`config.mk`:
```
export PLATFORM = sky130hd
export DESIGN_NAME = bcd_converter_dd
export DESIGN_NICKNAME = d
export VERILOG_FILES = /design/src/rtl/bcd_converter_dd.sv
export SDC_FILE = /design/constraint.sdc
export NUM_CORES = 1
export LEC_CHECK = 0
export ABC_AREA = 1
export BUFFER_PORTS_ARGS = -buffer_cell sky130_fd_sc_hd__buf_4
export CORE_MARGIN = 2
export CORE_UTILIZATION = 58
export DETAILED_ROUTE_END_ITERATION = 8
export HOLD_SLACK_MARGIN = 0.05
export PLACE_DENSITY = 0.87
export SYNTH_ARGS = -nofsm -noshare
export SYNTH_HDL_FRONTEND = slang
export SYNTH_SLANG_ARGS = --single-unit
```
`constraint.sdc`:
```
create_clock -name i_Clock -period 1.8 [get_ports i_Clock]
set_input_delay 0.18 -clock i_Clock [delete_from_list [all_inputs] [get_ports i_Clock]]
set_output_delay 0.18 -clock i_Clock [all_outputs]
set_load 0.005 [all_outputs]
```
`src/rtl/bcd_converter_dd.sv`:
```
// Double-dabble binary-to-BCD converter: INPUT_WIDTH+2 cycles per conversion, one bit per clock.
// Start is taken only while o_Ready is high; requests made while busy are dropped, not queued.
module bcd_converter_dd #(
  parameter int INPUT_WIDTH    = 16,
  parameter int DECIMAL_DIGITS = 5,
  parameter int CNT_WIDTH      = $clog2(DECIMAL_DIGITS + 1)
) (
  input  logic                          i_Clock,
  input  logic                          i_Rst_L,
  input  logic                          i_Start,
  input  logic                          i_Signed,
  input  logic [INPUT_WIDTH-1:0]        i_Binary,
  output logic                          o_Ready,
  output logic [DECIMAL_DIGITS*4-1:0]   o_BCD,
  output logic                          o_Sign,
  output logic                          o_Overflow,
  output logic [CNT_WIDTH-1:0]          o_Digits,
  output logic                          o_DV
);

  localparam int BW = $clog2(INPUT_WIDTH + 1);
  localparam int DW = 4 * DECIMAL_DIGITS;
  localparam logic [INPUT_WIDTH-1:0] ONE      = INPUT_WIDTH'(1);
  localparam logic [DW-1:0]          ALL_NINE = {DECIMAL_DIGITS{4'h9}};

  typedef enum logic [1:0] {
    IDLE    = 2'd0,
    CONVERT = 2'd1,
    FINISH  = 2'd2
  } state_t;

  state_t                 state;
  logic [INPUT_WIDTH-1:0] mag;
  logic [DW-1:0]          bcd;
  logic [DW-1:0]          bcd_adj;
  logic                   sign_q;
  logic                   mag_zero;
  logic                   sticky;
  logic [BW-1:0]          bit_cnt;
  logic [CNT_WIDTH-1:0]   digits_calc;
  logic                   in_neg;
  logic [INPUT_WIDTH-1:0] in_mag;

  // The most negative input negates to itself, which read unsigned is 2^(INPUT_WIDTH-1).
  assign in_neg = i_Signed & i_Binary[INPUT_WIDTH-1];
  assign in_mag = in_neg ? (~i_Binary + ONE) : i_Binary;

  assign o_Ready = (state == IDLE);

  always_comb begin
    bcd_adj = '0;
    for (int d = 0; d < DECIMAL_DIGITS; d++) begin
      bcd_adj[4*d +: 4] = (bcd[4*d +: 4] > 4'd4) ? (bcd[4*d +: 4] + 4'd3) : bcd[4*d +: 4];
    end
  end

  always_comb begin
    digits_calc = CNT_WIDTH'(1);
    for (int d = 0; d < DECIMAL_DIGITS; d++) begin
      if (bcd[4*d +: 4] != 4'd0) digits_calc = CNT_WIDTH'(d + 1);
    end
  end

  always_ff @(posedge i_Clock) begin
    if (!i_Rst_L) begin
      state      <= IDLE;
      mag        <= '0;
      bcd        <= '0;
      sign_q     <= 1'b0;
      mag_zero   <= 1'b0;
      sticky     <= 1'b0;
      bit_cnt    <= '0;
      o_BCD      <= '0;
      o_Sign     <= 1'b0;
      o_Overflow <= 1'b0;
      o_Digits   <= '0;
      o_DV       <= 1'b0;
    end else begin
      o_DV <= 1'b0;
      case (state)
        IDLE: begin
          if (i_Start) begin
            mag      <= in_mag;
            sign_q   <= in_neg;
            mag_zero <= (in_mag == '0);
            bcd      <= '0;
            bit_cnt  <= '0;
            sticky   <= 1'b0;
            state    <= CONVERT;
          end
        end
        CONVERT: begin
          // A set top bit after adjustment is a carry out of the top digit: value no longer fits.
          bcd     <= {bcd_adj[DW-2:0], mag[INPUT_WIDTH-1]};
          mag     <= mag << 1;
          sticky  <= sticky | bcd_adj[DW-1];
          if (bit_cnt == BW'(INPUT_WIDTH - 1)) begin
            state <= FINISH;
          end else begin
            bit_cnt <= bit_cnt + BW'(1);
          end
        end
        FINISH: begin
          o_BCD      <= sticky ? ALL_NINE : bcd;
          o_Overflow <= sticky;
          o_Sign     <= sign_q & ~mag_zero;
          o_Digits   <= sticky ? CNT_WIDTH'(DECIMAL_DIGITS) : digits_calc;
          o_DV       <= 1'b1;
          state      <= IDLE;
        end
        default: state <= IDLE;
      endcase
    end
  end

endmodule

```
== Word level (Yosys, flattened, before mapping) ==
Cells that the tools add are included.

* Reduce and logical (&&, ||, !) cells: 11
* Magnitude comparators: 5
* Muxes and demuxes: 25
* Equality and inequality tests: 6
* Bitwise logic cells: 5
* Add/sub/neg operators: 7

{| class="wikitable"
|+ Operators with widths
! cell !! count
|-
| $mux 20 || 2
|-
| $pmux 20 s2 || 1
|-
| $mux 16 || 2
|-
| $pmux 16 s2 || 1
|-
| $add 4x2->4 const B || 5
|-
| $gt 4x3->1 const B || 5
|-
| $mux 4 || 5
|-
| $add 16x1->16 const B || 1
|-
| $logic_not 16->1 || 1
|-
| $not 16->16 || 1
|-
| $reduce_bool 4->1 || 4
|-
| $mux 3 || 4
|-
| $mux 5 || 2
|-
| $pmux 5 s2 || 1
|-
| $mux 2 || 3
|-
| $ne 2x2->1 const B || 3
|-
| $reduce_and 2->1 || 3
|-
| $add 5x1->5 const B || 1
|-
| $eq 5x4->1 const B || 1
|-
| $pmux 2 s2 || 1
|-
| $reduce_and 3->1 || 1
|-
| $and 1x1->1 || 2
|-
| $eq 2x1->1 const B || 1
|-
| $eq 2x2->1 const B || 1
|-
| other kinds (6) || 7
|}

* Output and inout port bits: 27
* Register bits after elaboration: 72
* Input port bits: 20
* Logic and storage cells: 71

== Longest topological paths before layout ==
Gate-level depths: netlist (run 1).

* Depth after elaboration: 6
* Gate-level depth with buffers: 12
* Depth with buffers taken out: 12

== Worst setup path before layout (run 1) ==
Ideal clock, no wire load.

* Kind: register to register
* Start point: register bit_cnt[1]
* End point: register bit_cnt[3]
* Buffers on the path: 0
* Data required time: 1.670 ns
* Data arrival time: 1.464 ns
* Stages on the path, launching flop included: 11
* Period minus slack after synthesis: 1.594 ns
* Setup time: 0.130 ns
* Slack: 0.206 ns
* Path through: dfxtp_1 -> ha_1 -> inv_1 -> nor3_1 -> ha_1 -> nor2_4 -> nor2_2 -> nor2_4 -> nand3_2 -> xor2_1 -> nor3_2

* Cells in the longest elaborated chain, start to end: 3

{| class="wikitable"
|+ Ends and longest elaborated chain
! element !! RTL line !! source
|-
| from (decl) || 39 || <nowiki>logic [BW-1:0] bit_cnt;</nowiki>
|-
| from (signal assigned) || 100 || <nowiki>bit_cnt <= bit_cnt + BW'(1);</nowiki>
|-
| $add 5x1->5 or $eq 5x4->1 (tied branches) || 100, 97 ||
|-
| $mux 5 or $ne 2x2->1 (tied branches) || - ||
|-
| $pmux 5 s2 or $reduce_and 3->1 (tied branches) || - ||
|}

Several ways; a longest one is shown, not always the timed one. The select of a mux whose other input is x is not followed.
A chain may end at the register's enable or synchronous reset.

== Final worst setup path (run 1) ==
Same ends and word-level chain as after synthesis.

==> qor.yml, run 1 <==
synth_commonest_cells: "nand2_1 (123), dfxtp_1 (72), inv_1 (64)"
dieArea_um2: 6959
max_freq_mhz: 601.9
overflow: 0
drt_pass1_iterations: 5
synth.distinct_cells: 42
power_leakage_uw: 0.001919
wl_um: 9070
crit_path_max_fanout: 5
status: "finished, final reports clean"
yosys_warnings: 0
track_usage: 0.2668
wl_per_cell_um: 13.81
ys_seq_area_frac: 0.3940
cts.sinks: 72
drv_slew: 0
drv_cap: 0
grt_pass1_wl_um: 15280
drtIter0Drc: 291
avgSynthCellArea_um2: 6.955
drc: 0
ant_nets: 0
netlist_area_um2: 3659
cts-htree-levels: 3
rows: 28
multi_input_area_um2: 1873
worstPathRequired_ns: 2.05
seq_area_um2: 1441
skew_ns: 0.01010
grt_pass1_vias: 3360
numCtsBuffers: 9
initial_utilization: 0.6071
vias: 3655
tns_ns: 0
crit_type: "flop to flop"
cts_buffer_depth: 2
synth.most_common_cell: "nand2_1"
io_pins: 47
dp_cells: 641
path_clk_slew_ns: 0.08
hpwl_um: 6599
antenna_found_initial: 0
post_cts_buffers: 0
worstMarginPinSlew_ns: 0.5049
clk_latency_ns: 0.36
place_congestion: 0.9148
grt_max_degree: 23
total_power_uw: 3656
arrival_ns: 1.91
power_density_nw_per_um2: 834.6
antenna_cells: 0
postSynthCellCount: 526
period_share: 0.9230
ir_worst_vdd_mv: 0.6091
worst_slack_ns: 0.1386
synth_top_area_cell: "dfxtp_1"
nets: 607
synth_fp_nets: 556
cts_tree: "done"
cp-end-kind: "flop"
vias_per_cell: 5.563
fp.dieW_um: 83.42
final-hold-violation-count: 0
async_flop_share: 0
yosys_register_bits: 72
period_needed_ns: 1.661
synth_top_area_frac: 0.3940
finalNonFillerCells: 657
rsz0062_at_grt: "no"
relSlewSlack: 0.6630
core_area_um2: 6026
die_h_um: 83.42
setup_viol: 0
synthFlopType: "dfxtp_1"
synth_area_leaders: "dfxtp_1 (39%), nand2_1 (13%), o21ai_0 (7.1%)"
synth-edff-count: 0
utilization: 0.7270
cts-root-buf: "clkbuf_8"
start_kind: "flop"
fill_cells: 456
area_growth_pct: 19.73
dpl_worst_slack_ns: -0.02655
port_buffers: 46
hp-class: "input pin to flop"
layout-drive-gt1-share: 0.1684
==> where the power goes <==
part	switching, µW	leakage (µW)	internal [µW]
registers	22.5	0.000583	1640
clock network	615	0.000126	993
logic	249	0.00121	140
total	886	0.00192	2770
==> cell type report <==
| class | count | share of cell area |
|---|---|---|
| Clock buffer | 11 | 0.03456 |
| Timing Repair Buffer | 57 | 0.1005 |
| Multi-Input combinational cell | 366 | 0.4276 |
| Tap cell | 75 | 0.02142 |
| Inverter | 71 | 0.06341 |
| Clock inverter | 5 | 0.02342 |
| Sequential cell | 72 | 0.3290 |
==> path summary, 6_finish.rpt <==
| path | cells past startpoint | end | start | slack [ns] |
|---|---|---|---|---|
| worst max-delay path | 10 | bit_cnt[3] | bit_cnt[1] | 0.14 |
| worst max register to register | 10 | bit_cnt[3] | bit_cnt[1] | 0.14 |
| worst min-delay path | 3 | o_Digits[2] | i_Rst_L | 0.17 |
| worst min register to register | 2 | mag[4] | mag[4] | 0.46 |
==> cells by family after synthesis <==
| group | synth area share |
|---|---|
| AOI/OAI and AO/OA | 0.1949 |
| xor gates and xnor gates | 0.007183 |
| adders and majority gates | 0.03420 |
| buffers and inverters | 0.09952 |
| DFF | 0.3940 |
| and+or+nand+nor | 0.2702 |
==> layer usage <==
| layer | up-vias | track usage | wire length [µm] |
|---|---|---|---|
| li1 | 1820 | - | - |
| met1 | 1692 | 0.3331 | 3803 |
| met2 | 124 | 0.4501 | 4502 |
| met4 | 0 | 0.1188 | 183 |
| met5 | - | 0 | 0 |
| met3 | 19 | 0.04771 | 580 |
==> repair_timing <==
item / 4_1_cts / 5_1_grt
pin swaps: 0 / 1
endpoints found under the setup margin: 1 / 9
hold buffers: 0 / 0
gates resized for setup: 1 / 4
endpoints found under the hold margin: 0 / 0
==> layout by cell type, fill, tap and decap left out, types with 4 or more instances in the layout <==
cell / n
inv_2: 4
inv_1: 63
o22ai_1: 11
nor3_1: 4
nand2_1: 123
buf_4: 56
dfxtp_1: 72
clkbuf_8: 11
a21oi_1: 43
o21ai_0: 52
nand4_1: 4
nand3_1: 26
nor2_1: 50
ha_1: 9
o21ai_1: 9
==> critical path, cell delays in order, from the launching register on <==
cell	delay, ns
dfxtp_1	0.39
ha_1	0.20
inv_1	0.06
nor3_2	0.14
ha_2	0.24
nor2_4	0.06
nor2_4	0.16
nor2_4	0.05
nand3_2	0.07
xor2_2	0.15
nor3_2	0.05
==> sequential cells by signal, summed over array words and instances, names as in the netlist <==
name	flops
sign_q	1
bit_cnt	5
o_DV	1
bcd	20
o_Sign	1
o_Digits	3
o_BCD	20
state	2
mag	16
o_Overflow	1
sticky	1
mag_zero	1
==> stage by stage <==
stage | instance area, µm² | hold WS, ns
6_report | 4380 | 0.1668
5_1_grt | 4380 | 0.1767
3_5_place_dp | 4103 | 0.4464
4_1_cts | 4362 | 0.1588
2_1_floorplan | 3659 | 0.3624
3_3_place_gp | 4103 | 0.4351
Power figures use the tool's default switching activity.
==> run 2, diff against run 1 <==
==> constraint.sdc (replaced) <==
create_clock -name i_Clock -period 1.8 [get_ports i_Clock]
set_input_delay 0.54 -clock i_Clock [delete_from_list [all_inputs] [get_ports i_Clock]]
set_output_delay 0.54 -clock i_Clock [all_outputs]
set_load 0.005 [all_outputs]
==> qor.yml, run 2 (synthesis gave the netlist of run 1 again) <==
initial_utilization: 0.6071  # unchanged
final_cell_mix: "nand2_1 (123), dfxtp_1 (72), buf_4 (69), inv_1 (64), o21ai_0 (52)"  # was nand2_1 (123), dfxtp_1 (72), inv_1 (63), buf_4 (56), o21ai_0 (52)
layout_commonest_cell: "nand2_1"  # unchanged
vias_per_cell: 5.599  # was 5.563
worstPathRequired_ns: 1.26  # was 2.05 ns
period_needed_ns: 1.693  # was 1.661 ns
max_freq_mhz: 590.5  # was 601.9 MHz
crit_chain: "buf_4 > nor2_2 > buf_4"  # was ha_1 > inv_1 > nor3_2 > ha_2 > nor2_4 > nor2_4 > nor2_4 > nand3_2 > xor2_2 > nor3_2
path_clk_slew_ns: 0.08  # about the same
core_area_um2: 6026  # unchanged
final-hold-violation-count: 0  # unchanged
io_pins: 47  # unchanged
cts.sinks: 72  # unchanged
crit_path_max_fanout: 6  # was 5
cpMostUsedCell: "buf_4"  # was nor2_4
track_usage: 0.2666  # was 0.2668
drv_cap: 0  # unchanged
fp.dieW_um: 83.42  # unchanged
wl_per_cell_um: 13.74  # was 13.81 µm
cpPeakStageDelay_ns: 0.33  # was 0.39 ns
numCtsBuffers: 9  # unchanged
nets: 619  # was 607
antenna_cells: 0  # unchanged
drc: 0  # unchanged
rsz0062_at_grt: "no"  # unchanged
hp-class: "flop to flop"  # was input pin to flop
grt_pass1_wl_um: 15460  # was 15,280 µm
cts-htree-levels: 3  # unchanged
grt_max_degree: 29  # was 23
drt_pass1_iterations: 5  # unchanged
crit_type: "flop to output pin"  # was flop to flop
dp_cells: 653  # was 641
wl_um: 9195  # was 9070 µm
overflow: 0  # unchanged
cts_buffer_depth: 2  # unchanged
drv_slew: 0  # unchanged
port_buffers: 46  # unchanged
clk_latency_ns: 0.36  # about the same
finalNonFillerCells: 669  # was 657
hpwl_um: 6785  # was 6599 µm
path_delay_family: "flip-flops"  # was simple AND/OR/NAND/NOR gates
tns_ns: 0  # unchanged
critPathBufInv: 2  # was 1
setup_viol: 0  # unchanged
area_growth_pct: 20.11  # was 19.73%
relSlewSlack: 0.6904  # was 0.6630
ant_nets: 0  # unchanged
cp-end-kind: "output pin"  # was flop
grt_pass1_vias: 3542  # was 3,360
status: "finished, final reports clean"  # unchanged
place_congestion: 0.8929  # was 0.9148
ir_worst_vdd_mv: 0.6258  # was 0.6091 mV
cts-root-buf: "clkbuf_8"  # unchanged
rows: 28  # unchanged
dieArea_um2: 6959  # unchanged
period_share: 0.9407  # was 0.9230
slowest_stage: "dfxtp_1"  # unchanged
worstMarginPinSlew_ns: 0.4639  # was 0.5049 ns
cts_tree: "done"  # unchanged
die_h_um: 83.42  # unchanged
reg_top3: "bcd (20), o_BCD (20), mag (16)"  # unchanged
drtIter0Drc: 243  # was 291
vias: 3746  # was 3,655
skew_ns: 0.01234  # was 0.01010 ns
antenna_found_initial: 0  # unchanged
power_leakage_uw: 0.001964  # was 0.001919 µW
layout-drive-gt1-share: 0.1818  # was 0.1684
start_kind: "flop"  # unchanged
power_density_nw_per_um2: 772.9  # was 834.6 nW/µm²
arrival_ns: 1.15  # was 1.91 ns
## run 2: cell count changes in the layout (fill, tap and decap cells not counted), sizes merged
| cell | before | now |
|---|---|---|
| clkbuf | 11 | 10 |
| clkinvlp | 2 | 0 |
| clkinv | 1 | 4 |
| inv | 70 | 72 |
| buf | 57 | 69 |
| bufinv | 3 | 1 |
## run 2: where the power goes
group / internal, µW / leakage [µW] / switching, µW
logic: 154 / 0.00127 / 259
registers: 1640 / 0.000583 / 21.7
clock network: 682 / 0.000107 / 642
## run 2: tightest hold or removal path: stages (launching register included)
cell     delay, ns
dfxtp_1       0.31
nand2_1       0.06
a21oi_1       0.05
## run 2: area by class of cell
class                   instances  area, µm²
multi-input cells             366       1863
fillers                       477       1632
flip-flops and latches         72       1441
repair buffers                 69      518.0
inverters                      71      274.0
clock buffers                  10      137.6
well taps                      75      93.84
clock inverters                 6      66.31
## run 2: stage by stage
step	setup slack, ns	instance area, µm²	hold slack [ns]	power, µW	util
after floorplan	0.02903	3659	0.4209	1951	-
after global routing	0.02449	4394	0.4759	3509	0.7292
after global placement	-0.07386	4180	0.4370	2080	0.6937
after CTS	0.03741	4384	0.4616	3393	0.7276
final	0.1067	4394	0.4623	3396	0.7292
after detailed placement	-0.1098	4180	0.4503	2096	0.6937
## run 2: path summary, 6_finish.rpt
path,from,endpoint,slack [ns],depth (start not counted)
setup reg to reg,bit_cnt[1],bit_cnt[3],0.13,10
hold reg to reg,o_BCD[7],o_BCD[7],0.46,2
hold / removal,o_BCD[7],o_BCD[7],0.46,2
setup / recovery,state[0],o_Ready,0.11,3
## run 2: layer usage
metal	vias up	GRT usage	share of wire
li1	1847	-	-
met1	1750	0.3238	0.43
met3	23	0.05765	0.059
met4	0	0.09091	0.017
met5	-	0	0
met2	126	0.4670	0.50
## run 2: repair_timing
| item | 4_1_cts | 5_1_grt |
|---|---|---|
| endpoints found under the setup margin | 0 | 7 |
| resized for setup | 0 | 3 |
| setup buffers | 0 | 0 |
| hold endpoints to repair | 0 | 0 |
| hold buffers | 0 | 0 |
